$ cat src/rtl/user_id_rom_scheduler.sv
// user_id_rom_scheduler
//   Shares the single-port registered user-ID ROM between two requesters and
//   owns the ROM address bus.
//   Port 0 (login path): searches the ROM for an ID; returns hit/index/word.
//   Port 1 (display path): reads one ROM word by address.
//
// Ports
//   clock, rst            rising-edge clock, synchronous active-high reset
//   req0_valid/id/ready   port-0 search request (transfer on valid & ready)
//   req1_valid/addr/ready port-1 read request
//   rom_addr, rom_data    ROM address out; data returns one cycle later
//   rsp_valid             one-cycle response pulse (no backpressure)
//   rsp_port/hit/index/data  registered response fields, held until next response
//   busy                  FSM not idle
//   locked                port-0 lockout active
//
// Build option: define LOOKUP_LOCKOUT_EN to lock port 0 out for LOCK_CYCLES
// cycles after MAX_FAIL consecutive search misses. Without it, locked is 0.
//
// state | meaning
// IDLE  | ready for a request, round-robin arbitration
// SCAN  | port-0 search, one address issued per cycle, compare one cycle later
// READ  | port-1 read, address issued then data captured
// RESP  | rsp_valid pulse, one cycle
module user_id_rom_scheduler #(
    parameter int ID_W        = 16,
    parameter int ADDR_W      = 3,
    parameter int NUM_ENTRIES = 8,
    parameter int MAX_FAIL    = 3,
    parameter int LOCK_CYCLES = 1000
) (
    input  logic              clock,
    input  logic              rst,
    input  logic              req0_valid,
    input  logic [ID_W-1:0]   req0_id,
    output logic              req0_ready,
    input  logic              req1_valid,
    input  logic [ADDR_W-1:0] req1_addr,
    output logic              req1_ready,
    output logic [ADDR_W-1:0] rom_addr,
    input  logic [ID_W-1:0]   rom_data,
    output logic              rsp_valid,
    output logic              rsp_port,
    output logic              rsp_hit,
    output logic [ADDR_W-1:0] rsp_index,
    output logic [ID_W-1:0]   rsp_data,
    output logic              busy,
    output logic              locked
);
    localparam int CNT_W = ADDR_W + 1;
    localparam logic [CNT_W-1:0]  CNT_LAST  = CNT_W'(NUM_ENTRIES);
    localparam logic [ADDR_W-1:0] ADDR_LAST = ADDR_W'(NUM_ENTRIES - 1);

    typedef enum logic [1:0] {ST_IDLE, ST_SCAN, ST_READ, ST_RESP} state_t;

    state_t            state_q, state_d;
    logic              last_grant_q, last_grant_d;
    logic [ID_W-1:0]   id_q, id_d;
    logic [CNT_W-1:0]  cnt_q, cnt_d;
    logic [ADDR_W-1:0] rom_addr_q, rom_addr_d;
    logic              rsp_valid_q, rsp_valid_d;
    logic              rsp_port_q, rsp_port_d;
    logic              rsp_hit_q, rsp_hit_d;
    logic [ADDR_W-1:0] rsp_index_q, rsp_index_d;
    logic [ID_W-1:0]   rsp_data_q, rsp_data_d;

    logic              lock_active;
    logic              req0_ok;
    logic              scan_match;
    logic [ADDR_W-1:0] scan_idx;

    assign req0_ok    = req0_valid && !lock_active;
    // An all-zero ROM word is an empty slot and must never match.
    assign scan_match = (rom_data == id_q) && (rom_data != '0);
    // cnt_q counts SCAN cycles; the word on rom_data belongs to address cnt_q-1.
    assign scan_idx   = ADDR_W'(cnt_q - 1'b1);

    always_comb begin
        state_d      = state_q;
        last_grant_d = last_grant_q;
        id_d         = id_q;
        cnt_d        = cnt_q;
        rom_addr_d   = rom_addr_q;
        rsp_valid_d  = 1'b0;
        rsp_port_d   = rsp_port_q;
        rsp_hit_d    = rsp_hit_q;
        rsp_index_d  = rsp_index_q;
        rsp_data_d   = rsp_data_q;
        unique case (state_q)
            ST_IDLE: begin
                // Tie goes to the port that was not granted last.
                if (req0_ok && (!req1_valid || last_grant_q)) begin
                    state_d      = ST_SCAN;
                    last_grant_d = 1'b0;
                    id_d         = req0_id;
                    rom_addr_d   = '0;
                    cnt_d        = '0;
                end else if (req1_valid) begin
                    state_d      = ST_READ;
                    last_grant_d = 1'b1;
                    rom_addr_d   = req1_addr;
                    cnt_d        = '0;
                end
            end
            ST_SCAN: begin
                cnt_d = cnt_q + 1'b1;
                if ((cnt_q != '0) && scan_match) begin
                    state_d     = ST_RESP;
                    rsp_valid_d = 1'b1;
                    rsp_port_d  = 1'b0;
                    rsp_hit_d   = 1'b1;
                    rsp_index_d = scan_idx;
                    rsp_data_d  = rom_data;
                end else if (cnt_q == CNT_LAST) begin
                    state_d     = ST_RESP;
                    rsp_valid_d = 1'b1;
                    rsp_port_d  = 1'b0;
                    rsp_hit_d   = 1'b0;
                    rsp_index_d = '0;
                    rsp_data_d  = '0;
                end
                // Issue runs ahead of compare; it parks on the last entry.
                if ((state_d == ST_SCAN) && (rom_addr_q != ADDR_LAST)) begin
                    rom_addr_d = rom_addr_q + 1'b1;
                end
            end
            ST_READ: begin
                if (cnt_q == '0) begin
                    cnt_d = CNT_W'(1);
                end else begin
                    state_d     = ST_RESP;
                    rsp_valid_d = 1'b1;
                    rsp_port_d  = 1'b1;
                    rsp_hit_d   = 1'b1;
                    rsp_index_d = rom_addr_q;
                    rsp_data_d  = rom_data;
                end
            end
            ST_RESP: state_d = ST_IDLE;
            default: state_d = ST_IDLE;
        endcase
    end

    always_ff @(posedge clock) begin
        if (rst) begin
            state_q      <= ST_IDLE;
            last_grant_q <= 1'b1;
            id_q         <= '0;
            cnt_q        <= '0;
            rom_addr_q   <= '0;
            rsp_valid_q  <= 1'b0;
            rsp_port_q   <= 1'b0;
            rsp_hit_q    <= 1'b0;
            rsp_index_q  <= '0;
            rsp_data_q   <= '0;
        end else begin
            state_q      <= state_d;
            last_grant_q <= last_grant_d;
            id_q         <= id_d;
            cnt_q        <= cnt_d;
            rom_addr_q   <= rom_addr_d;
            rsp_valid_q  <= rsp_valid_d;
            rsp_port_q   <= rsp_port_d;
            rsp_hit_q    <= rsp_hit_d;
            rsp_index_q  <= rsp_index_d;
            rsp_data_q   <= rsp_data_d;
        end
    end

`ifdef LOOKUP_LOCKOUT_EN
    localparam int FAIL_W = $clog2(MAX_FAIL + 1);
    localparam int LOCK_W = $clog2(LOCK_CYCLES + 1);

    logic [FAIL_W-1:0] fail_cnt_q, fail_cnt_d;
    logic [LOCK_W-1:0] lock_cnt_q, lock_cnt_d;
    logic              locked_q, locked_d;

    always_comb begin
        fail_cnt_d = fail_cnt_q;
        lock_cnt_d = lock_cnt_q;
        locked_d   = locked_q;
        if (locked_q) begin
            if (lock_cnt_q == '0) begin
                locked_d = 1'b0;
            end else begin
                lock_cnt_d = lock_cnt_q - 1'b1;
            end
        end
        // Port 0 cannot be granted while locked, so this never overlaps the countdown.
        if ((state_q == ST_RESP) && !rsp_port_q) begin
            if (rsp_hit_q) begin
                fail_cnt_d = '0;
            end else if (fail_cnt_q == FAIL_W'(MAX_FAIL - 1)) begin
                fail_cnt_d = '0;
                locked_d   = 1'b1;
                lock_cnt_d = LOCK_W'(LOCK_CYCLES - 1);
            end else begin
                fail_cnt_d = fail_cnt_q + 1'b1;
            end
        end
    end

    always_ff @(posedge clock) begin
        if (rst) begin
            fail_cnt_q <= '0;
            lock_cnt_q <= '0;
            locked_q   <= 1'b0;
        end else begin
            fail_cnt_q <= fail_cnt_d;
            lock_cnt_q <= lock_cnt_d;
            locked_q   <= locked_d;
        end
    end

    assign lock_active = locked_q;
`else
    // Lockout parameters only matter when the feature is built in.
    logic unused_lock_cfg;
    assign unused_lock_cfg = ^{MAX_FAIL, LOCK_CYCLES};
    assign lock_active     = 1'b0;
`endif

    assign req0_ready = (state_q == ST_IDLE) && !lock_active;
    assign req1_ready = (state_q == ST_IDLE);
    assign busy       = (state_q != ST_IDLE);
    assign locked     = lock_active;
    assign rom_addr   = rom_addr_q;
    assign rsp_valid  = rsp_valid_q;
    assign rsp_port   = rsp_port_q;
    assign rsp_hit    = rsp_hit_q;
    assign rsp_index  = rsp_index_q;
    assign rsp_data   = rsp_data_q;

endmodule

$ cat config.mk
export PLATFORM = sky130hd
export DESIGN_NAME = user_id_rom_scheduler
export DESIGN_NICKNAME = d
export VERILOG_FILES = /design/src/rtl/user_id_rom_scheduler.sv
export SDC_FILE = /design/constraint.sdc
export NUM_CORES = 1
export LEC_CHECK = 0
export ABC_CLOCK_PERIOD_IN_PS = 3400
export BUFFER_PORTS_ARGS = -buffer_cell sky130_fd_sc_hd__buf_2
export CAP_MARGIN = 5
export CORE_AREA = 5 5 78 80
export DETAILED_ROUTE_END_ITERATION = 8
export DIE_AREA = 0 0 83 85
export HOLD_SLACK_MARGIN = 0.15
export PLACE_DENSITY = 0.68
export SYNTH_ARGS = -nofsm -noshare
export SYNTH_HDL_FRONTEND = slang
export SYNTH_SLANG_ARGS = --single-unit
$ cat constraint.sdc
create_clock -name clock -period 3.4 [get_ports clock]
set_input_delay 0.34 -clock clock [delete_from_list [all_inputs] [get_ports clock]]
set_output_delay 0.34 -clock clock [all_outputs]
set_load 0.02 [all_outputs]
==> results of run 1 <==
[sequential cells by signal, indices dropped and copies added (netlist names)]
name / count
cnt_q: 4
id_q: 16
last_grant_q: 1
rom_addr: 3
rsp_data: 16
rsp_hit: 1
rsp_index: 3
rsp_port: 1
rsp_valid: 1
state_q: 2
[cell usage after synthesis, drive strengths merged (5+ instances only)]
library cell,number
buf,7
nand2,51
nor2b,5
nor2,9
ha,8
o21ai,8
clkbuf,8
a22o,20
inv,6
nor4,6
dfxtp,48
xnor2,17
a21oi,30
[critical path: stages (launching register included)]
cell and delay [ns]:
dfxtp_1 0.36, inv_1 0.10, ha_1 0.25, or3b_4 0.43, and2_4 0.17, or3_4 0.39, or4_1 0.51, a21oi_1 0.16
[power by group]
| part | internal [W] | switching (W) |
|---|---|---|
| Combinational | 0.000279 | 0.000457 |
| Sequential | 0.000637 | 0.0000640 |
| Clock | 0.000167 | 0.000194 |
[metrics by stage]
stage | cell area [µm²] | hold slack (ns) | total power, W | util
2_1_floorplan | 2320 | 0.449 | 0.00126 | -
3_3_place_gp | 2680 | 0.456 | 0.00144 | 0.503
3_5_place_dp | 2680 | 0.462 | 0.00145 | 0.503
4_1_cts | 2780 | 0.261 | 0.00181 | 0.521
5_1_grt | 2780 | 0.263 | 0.00192 | 0.521
6_report | 2780 | 0.264 | 0.00180 | 0.521
[logic make-up (layout without fill, tap and decap cells)]
| logic type | Yosys count | count (layout) |
|---|---|---|
| simple gates | 99 | 99 |
| compound gates | 74 | 74 |
| flops | 48 | 48 |
| buf+inv | 21 | 82 |
| xor+xnor | 17 | 17 |
| fa+ha+maj | 8 | 8 |
| mux | 2 | 2 |
| other cells | 1 | 1 |
[routing by layer]
metal,GRT usage,wire [µm],vias to the layer above
met5,0,0,-
met4,0.0446,49,0
met3,0.0417,372,6
met2,0.251,2580,69
met1,0.221,2770,957
li1,-,-,1082
[how the worst min path moves through the flow]
stage	start	endpoint	slack [ns]	cells after the start
after floorplan	id_q[0]$_SDFFE_PP0P_	id_q[0]$_SDFFE_PP0P_	0.45	2
after global placement	rsp_data[14]$_SDFFE_PP0P_	rsp_data[14]$_SDFFE_PP0P_	0.46	1
after detailed placement	rsp_data[7]$_SDFFE_PP0P_	rsp_data[7]$_SDFFE_PP0P_	0.46	1
after CTS	req0_id[15]	id_q[15]$_SDFFE_PP0P_	0.26	3
after global routing	req0_id[13]	id_q[13]$_SDFFE_PP0P_	0.26	3
final	req0_id[15]	id_q[15]$_SDFFE_PP0P_	0.26	3
[area by class of cell]
cell class / count / area share
Multi-Input combinational cell: 201 / 0.455
Inverter: 6 / 0.00810
Clock buffer: 6 / 0.0297
Clock inverter: 2 / 0.00495
Sequential cell: 48 / 0.346
Timing Repair Buffer: 68 / 0.124
Tap cell: 72 / 0.0324
==> impl_summary.md, run 1 <==
Clock network
The total of cells resized after clock tree synthesis is 0. After clock tree synthesis, the clock-pin slew on the worst setup and hold paths is 0.09 ns. The CTS H-tree depth is 2.

TritonCTS built the clock tree. Clock tree synthesis inserted a total of 5 buffers. The longest clock path from root to sink contains 2 buffers. The later pin in the worst-skew pair is clocked with a latency of 0.30 ns.

The post-CTS setup-driven buffer insertion count is 0. The clock tree root driver cell is clkbuf_8. For this design, the sink count on the clock tree is 48. The count of hold-fix buffers inserted at cts is 0.

GRT
After global routing the overflow that remains totals 0. The first global-routing pass estimated 9470 µm of wire. The via count of the first global-routing pass is 1,919. The number of antenna violations at the first check in global routing is 0. The pin count of the biggest net entering global routing is 37. Across every metal layer, demand over resource in global routing totals 0.161.

Synthesis
The adder and majority gate portion of the synthesized area is 0.0431. The share of synthesized area in the top cell type comes to 0.414. In the post-synthesis netlist, the biggest area contributors are dfxtp_1, nand2_1, a22o_1, a21oi_1, xnor2_1.

The basic-gate share of the synthesized area counting and, or, nand and nor cells is 0.213. The xor-xnor portion of the synthesized cell area is 0.0641. Yosys mapped a number of flops with a built-in enable equal to 0. Summing every instance area after synthesis gives 0.00232 mm².

Of the post-synthesis cell area, the part taken by muxes is 0.00970. The post-synthesis compound-gate area fraction is 0.213. The sequential cell area fraction in the yosys report is 0.414. Yosys printed 0 warnings.

The number of unique standard cell types used by synthesis is 40. Synthesis produced a netlist whose cell count is 270. The number of register bits inferred by synthesis is 48.

When the netlist entered floorplanning its net count stood at 317. Averaged over all synthesized cells, the footprint is 8.60 µm². After synthesis, the largest family of logic cells by area is simple AND/OR/NAND/NOR gates. Summed over all instances, the cell type with the most area after synthesis is dfxtp_1. Counting flops with an async set or reset pin after synthesis yields a share of 0. The leading register cell type out of synthesis is dfxtp_1.

Floorplan
The core area is 0.00534 mm². In this run the core area contains 27 standard-cell rows. The floorplan step defined a die boundary enclosing 0.00706 mm².

The total I/O pin count is 68. For this configuration, the core starts out at a cell density of 0.435. The vertical extent of the die is 85 µm. The chip width is 83 µm.

Worst setup path
The critical path class is register to register. The depth of the most critical reg-to-reg path is 7. Data on the critical path is required at its endpoint by 3.63 ns.

The flop-to-flop setup slack is 0.97 ns. The most critical setup path has its endpoint at cnt_q[3]$_SDFFE_PP0P_. Of all nets on the critical path, the largest fanout is 6. STA classifies the critical path startpoint as a register. The most critical setup path has its startpoint at cnt_q[0]$_SDFFE_PP0P_. The worst setup path is captured at a register. The worst register-to-register path begins at cnt_q[0]$_SDFFE_PP0P_.

The worst register-to-register path ends at cnt_q[3]$_SDFFE_PP0P_. At the worst endpoint, the arrival time is 2.66 ns.

Timing
Static timing analysis puts the maximum clock frequency at 411 MHz. The period utilization is 0.716. In the post-route analysis, the smallest setup slack over all paths is 0.967 ns. The clock skew after layout is 0.00673 ns. The total negative setup slack is 0 ns. Setup repair after global routing left no endpoint under its margin.

The worst-margin pin slew is 1.01 ns. Setup violations remaining at the end of the flow were counted as 0. The final max-slew violation count was 0. For the finished layout, the period the worst path requires is 2.43 ns. The total count of hold-check failures in the final report is 0. The headroom to the max-slew limit is 0.327.

Placed design
The number of placed instances, taps included, is 395. In this run the tool buffered the top-level ports with 66 buffer cells. The weighted congestion at the end of routability-driven global placement is 0.892. The pre-CTS setup slack is 1.03 ns. Detailed placement finished with a half-perimeter wire length of 4310 µm.

Power
The static leakage power is 1.18 nW. The total power per unit cell area is 646 mW/mm². The largest vdd supply drop is 0.289 mV.

Final layout
For this run, the number of standard cells in the final layout without fillers is 403. The fraction of final layout cells with drive strength greater than 1 is 0.260. The number of inserted filler cells in the final layout is 564. The final net count is 377.

The repair_antennas step left the layout with diodes totalling 0. Leaving out fill and tap cells, the most frequent cells in the layout are buf_2, nand2_1, dfxtp_1, a21oi_1, a22o_1. Registers take 961 µm². The area taken by multi-input logic gates is 0.00126 mm².

From synthesis to final layout, the design area changed by 19.7%. The most common library cell in the layout ignoring fill and taps is buf_2.

Route
The detail-routed via count per cell is 5.25. Dividing the detail-routed wire length by the instance count gives 14.3 µm. For this block, the routed nets add up to 5770 µm of wire. The number of vias after detailed routing is 2,114.

The number of remaining DRC errors is 0. The remaining antenna violation count is 0. The detailed router finished its first iteration with 142 violations. The number of optimization iterations in the first detailed-route pass is 4.

Run
The max-capacitance violation count is 0.

Run status
The flow ran to the end, and the final reports show no timing, DRC or antenna violations.

Hold path
The min-delay analysis places its worst path in the category input pin to register.
Note: power is estimated with default switching activity, not from simulation.
==> inputs of run 2 (changes only) <==
==> config.mk (replaced) <==
export PLATFORM = sky130hd
export DESIGN_NAME = user_id_rom_scheduler
export DESIGN_NICKNAME = d
export VERILOG_FILES = /design/src/rtl/user_id_rom_scheduler.sv
export SDC_FILE = /design/constraint.sdc
export NUM_CORES = 1
export LEC_CHECK = 0
export ABC_AREA = 1
export ABC_CLOCK_PERIOD_IN_PS = 1980
export BUFFER_PORTS_ARGS = -buffer_cell sky130_fd_sc_hd__buf_2
export CAP_MARGIN = 5
export CORE_AREA = 5 5 84 86
export DETAILED_ROUTE_END_ITERATION = 8
export DIE_AREA = 0 0 89 91
export HOLD_SLACK_MARGIN = 0.15
export PLACE_DENSITY = 0.69
export SYNTH_ARGS = -nofsm -noshare
export SYNTH_HDL_FRONTEND = slang
export SYNTH_SLANG_ARGS = --single-unit
==> constraint.sdc (replaced) <==
create_clock -name clock -period 1.98 [get_ports clock]
set_input_delay 0.198 -clock clock [delete_from_list [all_inputs] [get_ports clock]]
set_output_delay 0.198 -clock clock [all_outputs]
set_load 0.02 [all_outputs]
==> impl_summary.md, run 2 <==
Worst setup path
The worst register-to-register path ends at rsp_data[9]$_SDFFE_PP0P_. The depth of the most critical reg-to-reg path is 9 (+2). The arrival time reported for the critical path endpoint is 2.04 ns (-0.62 ns). The required time of the critical path is 2.23 ns (-1.40 ns). STA classifies the critical path endpoint as a register. The critical path class is register to register. The category of the worst setup path launch point is a register. The flop-to-flop setup slack is 0.19 ns (-0.78 ns).

In this run the critical register-to-register path is launched from state_q[0]$_SDFFE_PP0P_. The biggest fanout along the worst timing path is 23 (+17).

Final layout
The area overhead of the layout relative to synthesis is 21.2%. The final cell utilization of the core came to 0.529 (+0.00787). The number of standard cells in the final layout excluding fillers is 568 (+41%). The final net count is 537 (+42%). The antenna diode instance count was 0 (unchanged). The final cell area excluding filler cells came to 0.00328 mm² (+18%). The top cell types in the final layout, fill and taps aside, are nand2_1, buf_2, a21oi_1, dfxtp_1, inv_1.

The library cell used most frequently in the layout, excluding fill and tap cells, is nand2_1. The fraction of final layout cells with drive strength greater than 1 is 0.232 (-0.0276).

Synthesis
The fraction of synthesized cell area taken by the top area cell type was 0.355 (-0.0589). The post-synthesis net count came to 472 (+49%). The sequential cell area fraction in the yosys report came to 0.355 (-0.0589). The number of warning messages in the yosys log was 0 (unchanged). The leading register cell type out of synthesis is dfxtp_1. The cell area after technology mapping is 0.00271 mm² (+17%).

The commonest cells after synthesis are nand2_1, a21oi_1, dfxtp_1. The number of unique standard cell types used by synthesis is 27 (-33%). By area the synthesized netlist is led by dfxtp_1, nand2_1, a21oi_1, inv_1, nor2_1.

The synthesized design spends more area on one cell type than any other, namely dfxtp_1. The post-synthesis instance total is 425 (+57%). The async set-reset flop share out of synthesis is 0 (unchanged). The count of flip-flops with a built-in enable after synthesis is 0 (unchanged). nand2_1 is the most common cell in the netlist. The number of register bits inferred by synthesis is 48 (unchanged). The synthesized area per cell is 6.37 µm² (-26%).

Floorplan
The vertical extent of the die was 91 µm (+7.1%). The number of cell rows is 29 (+7.4%). The starting utilization of the core area is 0.436 (+0.00131). The total I/O pin count is 68 (unchanged). The core area is 0.00620 mm² (+16%). The area of the die is 0.00810 mm² (+15%). The chip width is 89 µm (+7.2%).

GRT
The pin count of the biggest net entering global routing is 33 (-11%). The via count of the first global-routing pass came to 2,446 (+27%). The combined global-route utilization of all metal layers is 0.164 (+0.00322).

The remaining global-route overflow came to 0 (unchanged). The number of antenna violations at the first check in global routing is 0 (unchanged). The wire length of the first global-routing pass is 10,700 µm (+13%).

Placed design
The post-placement cell count is 558 (+41%). The post-detailed-placement cell area is 0.00313 mm² (+17%). The weighted congestion at the end of routability-driven global placement was 0.882 (-1.2%). The HPWL reported at the end of detailed placement is 5270 µm (+22%). The number of port buffers is 66 (unchanged).

Clock network
The maximum clock insertion buffer count came to 2 (unchanged). The CTS buffer count was 5 (unchanged). The clock edge transition at the registers on the reported setup and hold paths came to 0.09 ns (about the same). The clock latency at the later pin of the worst-skew pair was 0.30 ns (about the same). In this run the clock root is driven by a clkbuf_8. TritonCTS built the clock tree. The clock sink count was 48 (unchanged). The CTS H-tree depth is 2 (unchanged).

Timing
The period utilization was 0.905 (+0.189). The clock skew after layout came to 0.00983 ns (+0.00309 ns). The final number of setup-violating endpoints is 0 (unchanged). The total count of hold-check failures in the final report is 0 (unchanged). The final max-slew violation count is 0 (unchanged).

The post-route worst hold slack was 0.168 ns (-0.0961 ns). The total negative setup slack is 0 ns (unchanged). The shortest period the worst path allows is 1.79 ns (-0.641 ns). The achievable clock frequency is 558 MHz (+36%).

Route
The average routed wire per standard cell was 11.7 µm (-18%). The detail-routed via count per cell is 4.80 (-8.4%). The number of optimization iterations in the first detailed-route pass is 4 (unchanged). The remaining antenna violation count is 0 (unchanged).

The number of vias after detailed routing is 2,728 (+29%). The routed wire length is 6640 µm (+15%). The number of DRC markers in iteration 0 is 131 (-7.7%). The number of remaining DRC errors came to 0 (unchanged).

Hold path
The tightest min-delay check is of the input pin to register type. The worst hold path terminates at id_q[2]$_SDFFE_PP0P_. The number of stages on the worst hold path is 3 (unchanged). The startpoint identified for the worst hold timing path is req0_id[2].

Power
The clock network fraction of design power is 0.156 (-0.045). The largest vdd supply drop is 0.600 mV (+110%). The relative contribution of combinational cells to total power came to 0.509 (+0.100). The static leakage power is 1.59 nW (+35%). The internal power component came to 0.00218 W (+100%). The total power per unit cell area is 1180 mW/mm² (+82%).

The switching power as a share of total power is 0.435 (+0.0378). The sequential fraction of design power is 0.334 (-0.056). The power spent charging and discharging nets came to 0.00168 W (+130%).

Run status
The flow ran to the end, and the final reports show no timing, DRC or antenna violations.

Run
The max-capacitance violation count is 0 (unchanged).
[run 2: cell count changes in the layout (fill, tap and decap cells not counted), moves of 5 or more]
cell and change:
a21oi_1 +28, a22o_1 -20, nor2b_1 -5, o21ai_0 +16, nand3_1 +9, nor2_1 +28, nand2_1 +79, xnor2_1 -17
inv_1 +35, nor4_1 -5, inv_2 +16
[run 2: cell type report]
type	instances	area (µm²)
clock buffer	6	82.6
clock inverter	2	10.0
fill	649	2920
inverter	57	214
multi-input combinational	303	1480
sequential	48	962
tap	77	96.3
timing repair buffer	75	435
[run 2: cells by family after synthesis]
family,synth area share
buffers and inverters,0.110
adder cells (fa/ha/maj),0.0370
AO/OA/AOI/OAI,0.166
XOR/XNOR,0.00647
flip-flops,0.355
AND/OR/NAND/NOR,0.324
other,0.00138
[run 2: power by group through the flow]
stage	registers, W	logic (W)	clock network (W)
CTS	0.00129	0.00194	0.000623
global route	0.00132	0.00220	0.000658
detailed placement	0.00131	0.00186	0
global placement	0.00130	0.00184	0
finish	0.00129	0.00196	0.000603
floorplan	0.00137	0.00131	0
[run 2: worst max-delay path: stages (launching register included)]
cell and delay [ns]:
dfxtp_1 0.33, inv_1 0.12, ha_1 0.26, inv_2 0.10
nor2_1 0.27, inv_1 0.13, nand3_1 0.15, buf_12 0.17
nand2_1 0.08, a21oi_2 0.13
[run 2: through the flow]
stage / setup slack, ns / power (W)
2_1_floorplan: 0.230 / 0.00269
3_3_place_gp: 0.106 / 0.00314
3_5_place_dp: -0.0117 / 0.00317
4_1_cts: 0.0659 / 0.00384
5_1_grt: -0.00190 / 0.00418
6_report: 0.188 / 0.00385
[run 2: routing by layer]
| layer | wire, µm | vias up | GRT usage |
|---|---|---|---|
| met5 | 0 | - | 0 |
| met1 | 3190 | 1187 | 0.232 |
| li1 | - | 1476 | - |
| met4 | 70 | 0 | 0.0459 |
| met2 | 3000 | 56 | 0.256 |
| met3 | 371 | 9 | 0.0281 |
[run 2: what timing repair did]
item,in CTS,in global routing
hold buffers,0,0
resized for setup,0,8
buffers inserted,1,1
setup endpoints to repair,7,25
pin swaps,1,0
[run 2: worst max-delay path by stage]
stage | start | to | slack (ns) | cells past startpoint
global placement | cnt_q[0]$_SDFFE_PP0P_ | rsp_data[8]$_SDFFE_PP0P_ | 0.11 | 13
CTS | cnt_q[0]$_SDFFE_PP0P_ | rsp_data[1]$_SDFFE_PP0P_ | 0.07 | 14
finish | state_q[0]$_SDFFE_PP0P_ | rsp_data[9]$_SDFFE_PP0P_ | 0.19 | 9
global route | cnt_q[1]$_SDFFE_PP0P_ | rsp_data[1]$_SDFFE_PP0P_ | -0.002 | 14
floorplan | cnt_q[0]$_SDFFE_PP0P_ | rsp_data[4]$_SDFFE_PP0P_ | 0.23 | 14
detailed placement | cnt_q[0]$_SDFFE_PP0P_ | rsp_data[10]$_SDFFE_PP0P_ | -0.01 | 13
==> inputs of run 3 (changes only) <==
--- a/config.mk
+++ b/config.mk
@@ -9,11 +9,13 @@
 export ABC_CLOCK_PERIOD_IN_PS = 1980
 export BUFFER_PORTS_ARGS = -buffer_cell sky130_fd_sc_hd__buf_2
 export CAP_MARGIN = 5
-export CORE_AREA = 5 5 84 86
+export CELL_PAD_IN_SITES_DETAIL_PLACEMENT = 0
+export CELL_PAD_IN_SITES_GLOBAL_PLACEMENT = 1
+export CORE_AREA = 5 5 97 99
 export DETAILED_ROUTE_END_ITERATION = 8
-export DIE_AREA = 0 0 89 91
+export DIE_AREA = 0 0 102 104
 export HOLD_SLACK_MARGIN = 0.15
-export PLACE_DENSITY = 0.69
+export PLACE_DENSITY = 0.73
 export SYNTH_ARGS = -nofsm -noshare
 export SYNTH_HDL_FRONTEND = slang
 export SYNTH_SLANG_ARGS = --single-unit
==> impl_summary.md, run 3 (synthesized netlist as in run 2, its figures left out) <==
Run status
The run finished with clean final reports.

Power
The sequential fraction of design power was 0.321 (-0.013). The clock network fraction of design power is 0.181 (+0.025). The power consumption is 0.00401 W (+4.0%).

The switching power as a share of total power came to 0.430 (-0.00569). The power spent charging and discharging nets was 0.00172 W (+2.6%). The total power per unit cell area is 1200 mW/mm² (+2.0%). The largest vdd supply drop is 0.379 mV (-37%). The relative contribution of combinational cells to total power is 0.497 (-0.012). The static leakage power is 1.60 nW (+0.84%). The internal power component is 0.00229 W (+5.0%).

Clock network
The maximum clock insertion buffer count came to 2 (unchanged). TritonCTS built the clock tree. The count of hold-fix buffers inserted at cts was 0 (unchanged). The clock edge transition at the registers on the reported setup and hold paths came to 0.09 ns (about the same). The CTS buffer count is 5 (unchanged).

The CTS H-tree depth is 2 (unchanged). The clock tree root driver cell is clkbuf_8. The clock latency at the later pin of the worst-skew pair is 0.30 ns (about the same). The clock sink count is 48 (unchanged).

Final layout
The area overhead of the layout relative to synthesis is 23.5%. The library cell used most frequently in the layout, excluding fill and tap cells, is nand2_1. The number of inserted filler cells in the final layout is 942 (+45%). The final net count is 539 (+0.37%). The fraction of final layout cells with drive strength greater than 1 is 0.237 (+0.00514). The library cells used most frequently in the layout, excluding fill and tap cells, are nand2_1, buf_2, a21oi_1, dfxtp_1, inv_1. The area taken by multi-input logic gates was 0.00148 mm² (-0.25%). The antenna diode instance count came to 0 (unchanged). The register area is 963 µm² (+0.13%).

Worst setup path
The required time of the critical path is 2.21 ns (-0.02 ns). The launching instance or port of the critical path is cnt_q[1]$_SDFFE_PP0P_. By startpoint and endpoint, the worst setup path is classified as register to register. STA classifies the critical path endpoint as a register. The origin of the critical flop-to-flop path is cnt_q[1]$_SDFFE_PP0P_.

The arrival time reported for the critical path endpoint is 2.02 ns (-0.02 ns). The biggest fanout along the worst timing path is 17 (-26%). The category of the worst setup path launch point is a register. The flop-to-flop setup slack was 0.19 ns (about the same).

Placed design
The number of port buffers came to 66 (unchanged). The HPWL reported at the end of detailed placement was 5740 µm (+8.9%). The weighted congestion at the end of routability-driven global placement is 0.782 (-11%).

Timing
The final number of setup-violating endpoints is 0 (unchanged). The shortest period the worst path allows is 1.79 ns (-0.00618 ns). The post-route worst hold slack is 0.171 ns (+0.00306 ns). Setup repair after global routing left no endpoint under its margin.

Measured against its own limit, the worst slew margin works out to 0.591. The period utilization came to 0.902 (-0.00312). The total count of hold-check failures in the final report is 0 (unchanged). For the pin with the worst max-slew slack, the measured transition is 0.612 ns. The final max-slew violation count was 0 (unchanged).

The clock skew after layout is 0.0112 ns (+0.00135 ns). The achievable clock frequency is 560 MHz (+0.35%).

Floorplan
The number of cell rows came to 34 (+17%). The core area was 0.00847 mm² (+36%). The vertical extent of the die is 104 µm (+14%). The area of the die came to 0.0106 mm² (+31%). The chip width is 102 µm (+15%). The total I/O pin count came to 68 (unchanged). The starting utilization of the core area is 0.320 (-0.117).

Hold path
The path type of the worst min-delay path is input pin to register. The startpoint identified for the worst hold timing path is req0_id[2].

Route
The number of vias after detailed routing was 2,703 (-0.92%). The wire length on met2 is 3200 µm (+6.6%). The wire length on met1 is 3660 µm (+15%).

The number of DRC markers in iteration 0 is 113 (-14%). The routed wire length came to 7210 µm (+8.6%). In this run the top signal layer used is met4. The remaining antenna violation count is 0 (unchanged).

The total met3 wirelength after detailed routing was 279 µm (-25%). The average routed wire per standard cell is 12.0 µm (+2.6%). The detail-routed via count per cell is 4.50 (-6.4%). The number of remaining DRC errors was 0 (unchanged). The number of optimization iterations in the first detailed-route pass was 4 (unchanged).

GRT
The wire length of the first global-routing pass is 12,100 µm (+13%). The remaining global-route overflow is 0 (unchanged). The via count of the first global-routing pass is 2,518 (+2.9%). The combined global-route utilization of all metal layers was 0.141 (-0.0234). The pin count of the biggest net entering global routing is 31 (-6.1%). The number of antenna violations at the first check in global routing was 0 (unchanged).

Run
The max-capacitance violation count is 0 (unchanged).
run 3: per-stage QoR:
| stage | setup WS [ns] | util | cell area [µm²] | TNS (ns) | std cells |
|---|---|---|---|---|---|
| finish | 0.194 | 0.395 | 3340 | 0 | 601 |
| global route | 0.00230 | 0.395 | 3340 | 0 | 601 |
| CTS | 0.0697 | 0.391 | 3310 | 0 | 601 |
| detailed placement | -0.0244 | 0.375 | 3180 | -0.106 | 592 |
| global placement | 0.0749 | 0.375 | 3180 | 0 | 592 |
| floorplan | 0.230 | - | 2710 | 0 | 425 |
run 3: worst max-delay path, cell delays in order (launching register included):
cell and delay, ns:
dfxtp_2 0.34, inv_1 0.08, ha_4 0.19, nand3_4 0.11, inv_2 0.05, nor2_2 0.06
nand2_1 0.06, nor2_2 0.09, nand3_2 0.11, nand3_4 0.10, nand2_2 0.07, nor2_4 0.12
buf_12 0.14, nand2_1 0.07, a21oi_1 0.11
run 3: final timing paths:
| check | end | cells after the start |
|---|---|---|
| setup reg to reg | rsp_data[1]$_SDFFE_PP0P_ | 14 |
| hold reg to reg | rsp_index[2]$_SDFFE_PP0P_ | 2 |
| setup / recovery | rsp_data[1]$_SDFFE_PP0P_ | 14 |
| hold / removal | id_q[2]$_SDFFE_PP0P_ | 3 |
run 3: repair_timing:
action                     in CTS  in global routing
pin swaps                       1                  2
resized for setup               0                  9
buffers inserted                1                  0
setup endpoints to repair      12                 24
run 3: power by group through the flow:
stage	registers (W)	clock network, W	logic [W]
finish	0.00129	0.000727	0.00199
global route	0.00132	0.000797	0.00226
CTS	0.00129	0.000768	0.00197
detailed placement	0.00131	0	0.00189
global placement	0.00130	0	0.00189
floorplan	0.00137	0	0.00131
run 3: final cells by class:
class                   count  area share
inverters                  57      0.0640
flip-flops and latches     48       0.288
clock buffers               5      0.0206
well taps                 108      0.0404
clock inverters             3      0.0142
multi-input cells         303       0.442
repair buffers             77       0.131
run 3: metal layers:
layer / global-route usage / vias up
met1: 0.205 / 1158
met2: 0.213 / 54
met3: 0.0275 / 4
li1: - / 1487
met4: 0.0337 / 0
met5: 0 / -
